File: src/rtl/cpu_types_pkg.sv
// Shared CPU types: memory word, RAM status codes and arbiter states.
package cpu_types_pkg;

  typedef logic [31:0] word_t;

  typedef enum logic [1:0] {
    FREE   = 2'd0,
    BUSY   = 2'd1,
    ACCESS = 2'd2,
    ERROR  = 2'd3
  } ramstate_t;

  typedef enum logic [2:0] {
    IDLE,
    DREQ,
    IREQ,
    DDONE,
    IDONE
  } arb_state_t;

endpackage

File: src/rtl/memory_arbiter_if.sv
// Request-unit and RAM signals seen by the memory arbiter.
interface memory_arbiter_if;
  import cpu_types_pkg::*;

  logic      imemREN;
  word_t     imemaddr;
  logic      dmemREN;
  logic      dmemWEN;
  word_t     dmemaddr;
  word_t     dmemstore;
  logic      ihit;
  logic      dhit;
  word_t     imemload;
  word_t     dmemload;
  logic      ramREN;
  logic      ramWEN;
  word_t     ramaddr;
  word_t     ramstore;
  word_t     ramload;
  ramstate_t ramstate;
  logic      err;

  // Arbiter view
  modport slave (
    input  imemREN, imemaddr, dmemREN, dmemWEN, dmemaddr, dmemstore,
    input  ramload, ramstate,
    output ihit, dhit, imemload, dmemload,
    output ramREN, ramWEN, ramaddr, ramstore, err
  );

  // Request unit plus RAM view
  modport master (
    output imemREN, imemaddr, dmemREN, dmemWEN, dmemaddr, dmemstore,
    output ramload, ramstate,
    input  ihit, dhit, imemload, dmemload,
    input  ramREN, ramWEN, ramaddr, ramstore, err
  );

endinterface

File: src/rtl/memory_arbiter.sv
// Single-port RAM arbiter: data beats instruction, with timeout and sticky error.
module memory_arbiter
  import cpu_types_pkg::*;
#(
  parameter int unsigned TIMEOUT = 255,
  parameter word_t       ERRWORD = 32'hBAD1BAD1
) (
  input logic             CLK,
  input logic             RST,
  memory_arbiter_if.slave bus
);

  localparam int unsigned CW = $clog2(TIMEOUT + 1);
  localparam logic [CW-1:0] TMAX = CW'(TIMEOUT);

  arb_state_t    state_q, state_d;
  word_t         addr_q, addr_d;
  word_t         store_q, store_d;
  logic          opw_q, opw_d;
  logic [CW-1:0] cnt_q, cnt_d;
  word_t         iload_q, iload_d;
  word_t         dload_q, dload_d;
  logic          err_q, err_d;
  logic          ren_q, ren_d;
  logic          wen_q, wen_d;
  logic          ihit_q, ihit_d;
  logic          dhit_q, dhit_d;

  always_comb begin
    state_d = state_q;
    addr_d  = addr_q;
    store_d = store_q;
    opw_d   = opw_q;
    cnt_d   = cnt_q;
    iload_d = iload_q;
    dload_d = dload_q;
    err_d   = err_q;

    case (state_q)
      IDLE: begin
        if (bus.dmemREN || bus.dmemWEN) begin
          state_d = DREQ;
          addr_d  = bus.dmemaddr;
          store_d = bus.dmemstore;
          opw_d   = bus.dmemWEN;
          cnt_d   = '0;
        end else if (bus.imemREN) begin
          state_d = IREQ;
          addr_d  = bus.imemaddr;
          store_d = bus.dmemstore;
          opw_d   = 1'b0;
          cnt_d   = '0;
        end
      end
      DREQ, IREQ: begin
        if (bus.ramstate == ACCESS) begin
          if (state_q == IREQ)  iload_d = bus.ramload;
          else if (!opw_q)      dload_d = bus.ramload;
          state_d = (state_q == IREQ) ? IDONE : DDONE;
        end else if (bus.ramstate == ERROR || cnt_q == TMAX) begin
          if (state_q == IREQ)  iload_d = ERRWORD;
          else if (!opw_q)      dload_d = ERRWORD;
          err_d   = 1'b1;
          state_d = (state_q == IREQ) ? IDONE : DDONE;
        end else begin
          // Only reached below TMAX, so the counter saturates rather than wraps
          cnt_d = cnt_q + CW'(1);
        end
      end
      DDONE, IDONE: state_d = IDLE;
      default:      state_d = IDLE;
    endcase

    // Enables and hits are registered from the next state so they are glitch-free
    ren_d  = (state_d == IREQ) || ((state_d == DREQ) && !opw_d);
    wen_d  = (state_d == DREQ) && opw_d;
    ihit_d = (state_d == IDONE);
    dhit_d = (state_d == DDONE);
  end

  always_ff @(posedge CLK or posedge RST) begin
    if (RST) begin
      state_q <= IDLE;
      addr_q  <= '0;
      store_q <= '0;
      opw_q   <= 1'b0;
      iload_q <= '0;
      dload_q <= '0;
      err_q   <= 1'b0;
      ren_q   <= 1'b0;
      wen_q   <= 1'b0;
      ihit_q  <= 1'b0;
      dhit_q  <= 1'b0;
    end else begin
      state_q <= state_d;
      addr_q  <= addr_d;
      store_q <= store_d;
      opw_q   <= opw_d;
      iload_q <= iload_d;
      dload_q <= dload_d;
      err_q   <= err_d;
      ren_q   <= ren_d;
      wen_q   <= wen_d;
      ihit_q  <= ihit_d;
      dhit_q  <= dhit_d;
    end
  end

  always_ff @(posedge CLK or posedge RST) begin
    if (RST) cnt_q <= '0;
    else     cnt_q <= cnt_d;
  end

  assign bus.ramREN   = ren_q;
  assign bus.ramWEN   = wen_q;
  assign bus.ramaddr  = addr_q;
  assign bus.ramstore = store_q;
  assign bus.ihit     = ihit_q;
  assign bus.dhit     = dhit_q;
  assign bus.imemload = iload_q;
  assign bus.dmemload = dload_q;
  assign bus.err      = err_q;

endmodule

File: src/flat_wrapper.sv
// flat-port wrapper written by rule: the top's interface ports become plain ports
module memory_arbiter_flat import cpu_types_pkg::*;
#(
  parameter int unsigned TIMEOUT = 255,
  parameter word_t       ERRWORD = 32'hBAD1BAD1
)
  (CLK, RST, bus_imemREN, bus_imemaddr, bus_dmemREN, bus_dmemWEN, bus_dmemaddr, bus_dmemstore, bus_ramload, bus_ramstate, bus_ihit, bus_dhit, bus_imemload, bus_dmemload, bus_ramREN, bus_ramWEN, bus_ramaddr, bus_ramstore, bus_err);
  memory_arbiter_if bus_i ();
  input logic CLK;
  input logic RST;
  input wire logic [$bits(bus_i.imemREN)-1:0] bus_imemREN;
  input wire logic [$bits(bus_i.imemaddr)-1:0] bus_imemaddr;
  input wire logic [$bits(bus_i.dmemREN)-1:0] bus_dmemREN;
  input wire logic [$bits(bus_i.dmemWEN)-1:0] bus_dmemWEN;
  input wire logic [$bits(bus_i.dmemaddr)-1:0] bus_dmemaddr;
  input wire logic [$bits(bus_i.dmemstore)-1:0] bus_dmemstore;
  input wire logic [$bits(bus_i.ramload)-1:0] bus_ramload;
  input wire logic [$bits(bus_i.ramstate)-1:0] bus_ramstate;
  output wire logic [$bits(bus_i.ihit)-1:0] bus_ihit;
  output wire logic [$bits(bus_i.dhit)-1:0] bus_dhit;
  output wire logic [$bits(bus_i.imemload)-1:0] bus_imemload;
  output wire logic [$bits(bus_i.dmemload)-1:0] bus_dmemload;
  output wire logic [$bits(bus_i.ramREN)-1:0] bus_ramREN;
  output wire logic [$bits(bus_i.ramWEN)-1:0] bus_ramWEN;
  output wire logic [$bits(bus_i.ramaddr)-1:0] bus_ramaddr;
  output wire logic [$bits(bus_i.ramstore)-1:0] bus_ramstore;
  output wire logic [$bits(bus_i.err)-1:0] bus_err;
  assign bus_i.imemREN = bus_imemREN;
  assign bus_i.imemaddr = bus_imemaddr;
  assign bus_i.dmemREN = bus_dmemREN;
  assign bus_i.dmemWEN = bus_dmemWEN;
  assign bus_i.dmemaddr = bus_dmemaddr;
  assign bus_i.dmemstore = bus_dmemstore;
  assign bus_i.ramload = bus_ramload;
  assign bus_i.ramstate = bus_ramstate;
  assign bus_ihit = bus_i.ihit;
  assign bus_dhit = bus_i.dhit;
  assign bus_imemload = bus_i.imemload;
  assign bus_dmemload = bus_i.dmemload;
  assign bus_ramREN = bus_i.ramREN;
  assign bus_ramWEN = bus_i.ramWEN;
  assign bus_ramaddr = bus_i.ramaddr;
  assign bus_ramstore = bus_i.ramstore;
  assign bus_err = bus_i.err;
  memory_arbiter #(.TIMEOUT(TIMEOUT), .ERRWORD(ERRWORD)) u_core (.CLK(CLK), .RST(RST), .bus(bus_i));
endmodule
File: config.mk
export PLATFORM = sky130hd
export DESIGN_NAME = memory_arbiter_flat
export DESIGN_NICKNAME = d
export VERILOG_FILES = /design/src/rtl/cpu_types_pkg.sv /design/src/rtl/memory_arbiter_if.sv /design/src/rtl/memory_arbiter.sv /design/src/flat_wrapper.sv
export SDC_FILE = /design/constraint.sdc
export NUM_CORES = 1
export LEC_CHECK = 0
export ABC_CLOCK_PERIOD_IN_PS = 5020
export CAP_MARGIN = 20
export CORE_MARGIN = 2
export CORE_UTILIZATION = 42
export DETAILED_ROUTE_END_ITERATION = 8
export GPL_ROUTABILITY_DRIVEN = 0
export GPL_TIMING_DRIVEN = 1
export PLACE_DENSITY = 0.84
export SYNTH_ARGS = -nofsm -noshare
export SYNTH_HDL_FRONTEND = slang
export SYNTH_SLANG_ARGS = --single-unit
File: constraint.sdc
create_clock -name CLK -period 5.02 [get_ports CLK]
set_input_delay 0.502 -clock CLK [delete_from_list [all_inputs] [get_ports CLK]]
set_output_delay 0.502 -clock CLK [all_outputs]
set_load 0.02 [all_outputs]
==> out/results.txt <==
Sequential Area = 3628 µm²
Die Area = 15600 µm²
Final Hold Vio Count = 0
Crit. End Element = flip-flop
Hold EP = u_core.bus.err
Post-place instance area = 8919 µm²
Slowest CP cell = and2_0
CP peak stage delay = 0.67 ns
Max Slew Vio Count = 0
Post-CTS Hold Fix Bufs = 0
Number of synthesized flops with an enable pin = 0
Setup tns final = 0 ns
I/O pins = 268
Wire length per cell = 16.11 µm
FF-to-FF path depth = 3
Port bufs = 267
Area grow syn2layout = 55.26%
Crit share post-route = 49.37%
Hpwl dp = 11.34 mm
CTS tree = yes
Asr flop ratio synth = 100.0%
Row cnt = 44
R2R Path End = u_core.bus.dmemload[23]
Clk_skew = 0.01325 ns
Primary FF master, synth = dfrtp_1
Crit path max fanout = 24
WP data arrival = 2.83 ns
Vias = 4998
YS warnings = 0
Final Setup Violations = 0
Die Wd = 124.9 µm
Startpoint types = primary input
Headroom to the max-slew limit = 31.38%
Synth cell types = 44
Total power = 6013 µW
Critical path data required time = 5.37 ns
Drt first pass iters = 4
Post-layout instance area = 9530 µm²
Worst hold stages = 1
Share of cells above drive strength 1 = 7.674%
1st-iter DRT viols = 266
Unrepaired setup endpoints after global routing = no
Initial Util = 42.56%
Minimum clock period = 2.478 ns
Vias in the first global route = 5184
GRT overflow = 0
Core Region = 14420 µm²
Reg clk slew, reported paths = 0.06 ns
Final #Nets = 944
Drc violations = 0
Max Fclk = 0.4035 GHz
Clk sink count = 145
Syn Nets = 690
Flops & latches, synth = 145
CTS buffer count = 17
Largest net degree at the start of global routing = 103
Maximum clock path buffer count = 2
Post-CTS Setup Repair Bufs = 0
Power Dens Cells = 631.0 nW/µm²
Global Route Usage Sum = 21.49%
Mean Syn Cell Area = 11.08 µm²
FF-to-FF Start = u_core.state_q[2]
# Max-Cap Violations = 0
Register area share after synthesis = 59.11%
Status = finished clean
P_leak = 0.004259 µW
CP Cell Sequence = clkdlybuf4s50_1 -> nor2b_2 -> buf_4 -> and2_0 -> a22o_1
R2r setup slk = 2.68 ns
Mapped Area = 6138 µm²
Area occupied by multi-input gates = 2268 µm²
Fillers = 1143
ANT nets after route = 0
Hold wc startpoint = u_core.bus.err
Initial antenna violation count = 0
Worst-margin pin slew = 1.025 ns
Number of H-tree levels = 4
Cells after Synth = 554
Vias/cell = 4.973
Routed wire length = 16.19 mm
Global-route wire length before repair = 26.75 mm
Critical path class = primary input to flip-flop
Max VDD drop = 314.9 µV
Clock Tree Root = clkbuf_16
Cts repair resizes = 0
Die Height = 124.9 µm
Worst Hold Class = flip-flop to flip-flop
Worst-Skew Late Latency = 0.42 ns
ANT cells = 0
critical path: cells and delay by family:
kind	cells	cell delay, ns
AOI/OAI and AO/OA	1	0.27
buffers and inverters	2	0.94
and+or+nand+nor	2	1.11
cells in the mapped netlist, types with 2 or more instances:
master,count,area (µm²)
nand2b_1,19,118.9
nand2_1,151,566.8
and3_1,4,25.02
nor2b_1,2,12.51
clkbuf_1,14,52.55
inv_1,17,63.81
o22a_1,18,157.7
buf_1,3,11.26
mux2_2,3,33.78
nand3_1,3,15.01
a21oi_1,5,25.02
dfrtp_1,145,3628
buf_6,4,45.04
buf_2,15,75.07
o21a_1,2,15.01
mux2i_1,50,500.5
nor3_1,2,10.01
a22o_1,15,131.4
nor2_1,5,18.77
nand4_1,4,25.02
o21ai_0,34,170.2
a21o_1,3,22.52
mux2_4,15,225.2
report_power, final:
group | switching (µW) | internal (µW) | total (µW) | leakage (µW)
clock | 494 | 807 | 1300 | 0.000295
sequential | 311 | 1680 | 1990 | 0.00174
combinational | 1420 | 1310 | 2720 | 0.00223
state kept, by name, indices dropped and copies added (netlist names):
| name | flops |
|---|---|
| u_core.bus.imemload | 32 |
| u_core.bus.err | 1 |
| u_core.bus.ihit | 1 |
| u_core.bus.dmemload | 32 |
| u_core.cnt_q | 8 |
| u_core.state_q | 3 |
| u_core.bus.ramstore | 32 |
| u_core.bus.ramREN | 1 |
| u_core.bus.dhit | 1 |
| u_core.bus.ramWEN | 1 |
| u_core.bus.ramaddr | 32 |
| u_core.opw_q | 1 |
area by class of cell:
| class | instances | area share [%] |
|---|---|---|
| clock buffer | 19 | 4.753 |
| clock inverter | 13 | 1.667 |
| inverter | 17 | 0.7221 |
| multi-input combinational | 355 | 23.80 |
| sequential | 145 | 38.07 |
| tap | 184 | 2.416 |
| timing repair buffer | 272 | 28.57 |
layout by cell type (no fill, tap or decap), types with 2 or more instances in the layout:
cell type / netlist / final
nor2_1: 5 / 5
and3_1: 4 / 4
clkinv_4: 0 / 2
inv_1: 17 / 16
clkdlybuf4s50_1: 0 / 267
mux2_2: 3 / 3
clkinv_2: 0 / 4
clkbuf_16: 0 / 17
nand2_1: 151 / 151
nand2b_1: 19 / 19
a21oi_1: 5 / 5
mux2i_1: 50 / 50
buf_4: 1 / 4
bufinv_16: 0 / 3
a21o_1: 3 / 3
o21a_1: 2 / 2
nand4_1: 4 / 4
inv_6: 0 / 2
nand3_1: 3 / 3
dfrtp_1: 145 / 145
o22a_1: 18 / 18
nor3_1: 2 / 2
clkinvlp_4: 0 / 3
clkbuf_8: 0 / 2
mux2_4: 15 / 15
o21ai_0: 34 / 34
a22o_1: 15 / 15
per-layer routing:
layer | GRT usage [%] | vias up | share of wire, %
li1 | - | 2385 | -
met1 | 26.58 | 2397 | 42
met2 | 35.90 | 194 | 50
met3 | 6.486 | 22 | 7.0
met4 | 7.582 | 0 | 1.6
met5 | 0 | - | 0
logic make-up after synthesis:
family	count (synthesis)	share of synthesized area [%]
adder cells (fa/ha/maj)	1	0.2038
multiplexers	68	12.37
buffers and inverters	54	4.158
flip-flops	145	59.11
AND/OR/NAND/NOR	199	14.08
XOR/XNOR	1	0.1427
AO/OA/AOI/OAI	86	9.927
stage by stage:
stage	utilization (%)	cells	hold WS (ns)	setup WS [ns]
after global routing	66.07	1005	0.4885	2.337
after CTS	66.07	1005	0.4580	2.550
after detailed placement	61.83	973	0.4449	2.137
after floorplan	-	554	0.4589	0.6234
final	66.07	1005	0.4572	2.542
after global placement	61.83	973	0.4417	2.236
worst max path at each step:
stage                                 start                       to  slack, ns  depth (start not counted)
after detailed placement    bus_ramstate[1]   u_core.bus.dmemload[2]       2.14                          5
after floorplan                         RST          u_core.bus.dhit       0.62                          1
after global placement      bus_ramstate[1]  u_core.bus.dmemload[14]       2.24                          5
final                       bus_ramstate[1]   u_core.bus.dmemload[3]       2.54                          5
after global routing      u_core.state_q[0]   u_core.bus.dmemload[9]       2.34                          3
after CTS                 u_core.state_q[2]  u_core.bus.dmemload[28]       2.55                          3
Note: power is estimated with default switching activity, not from simulation.
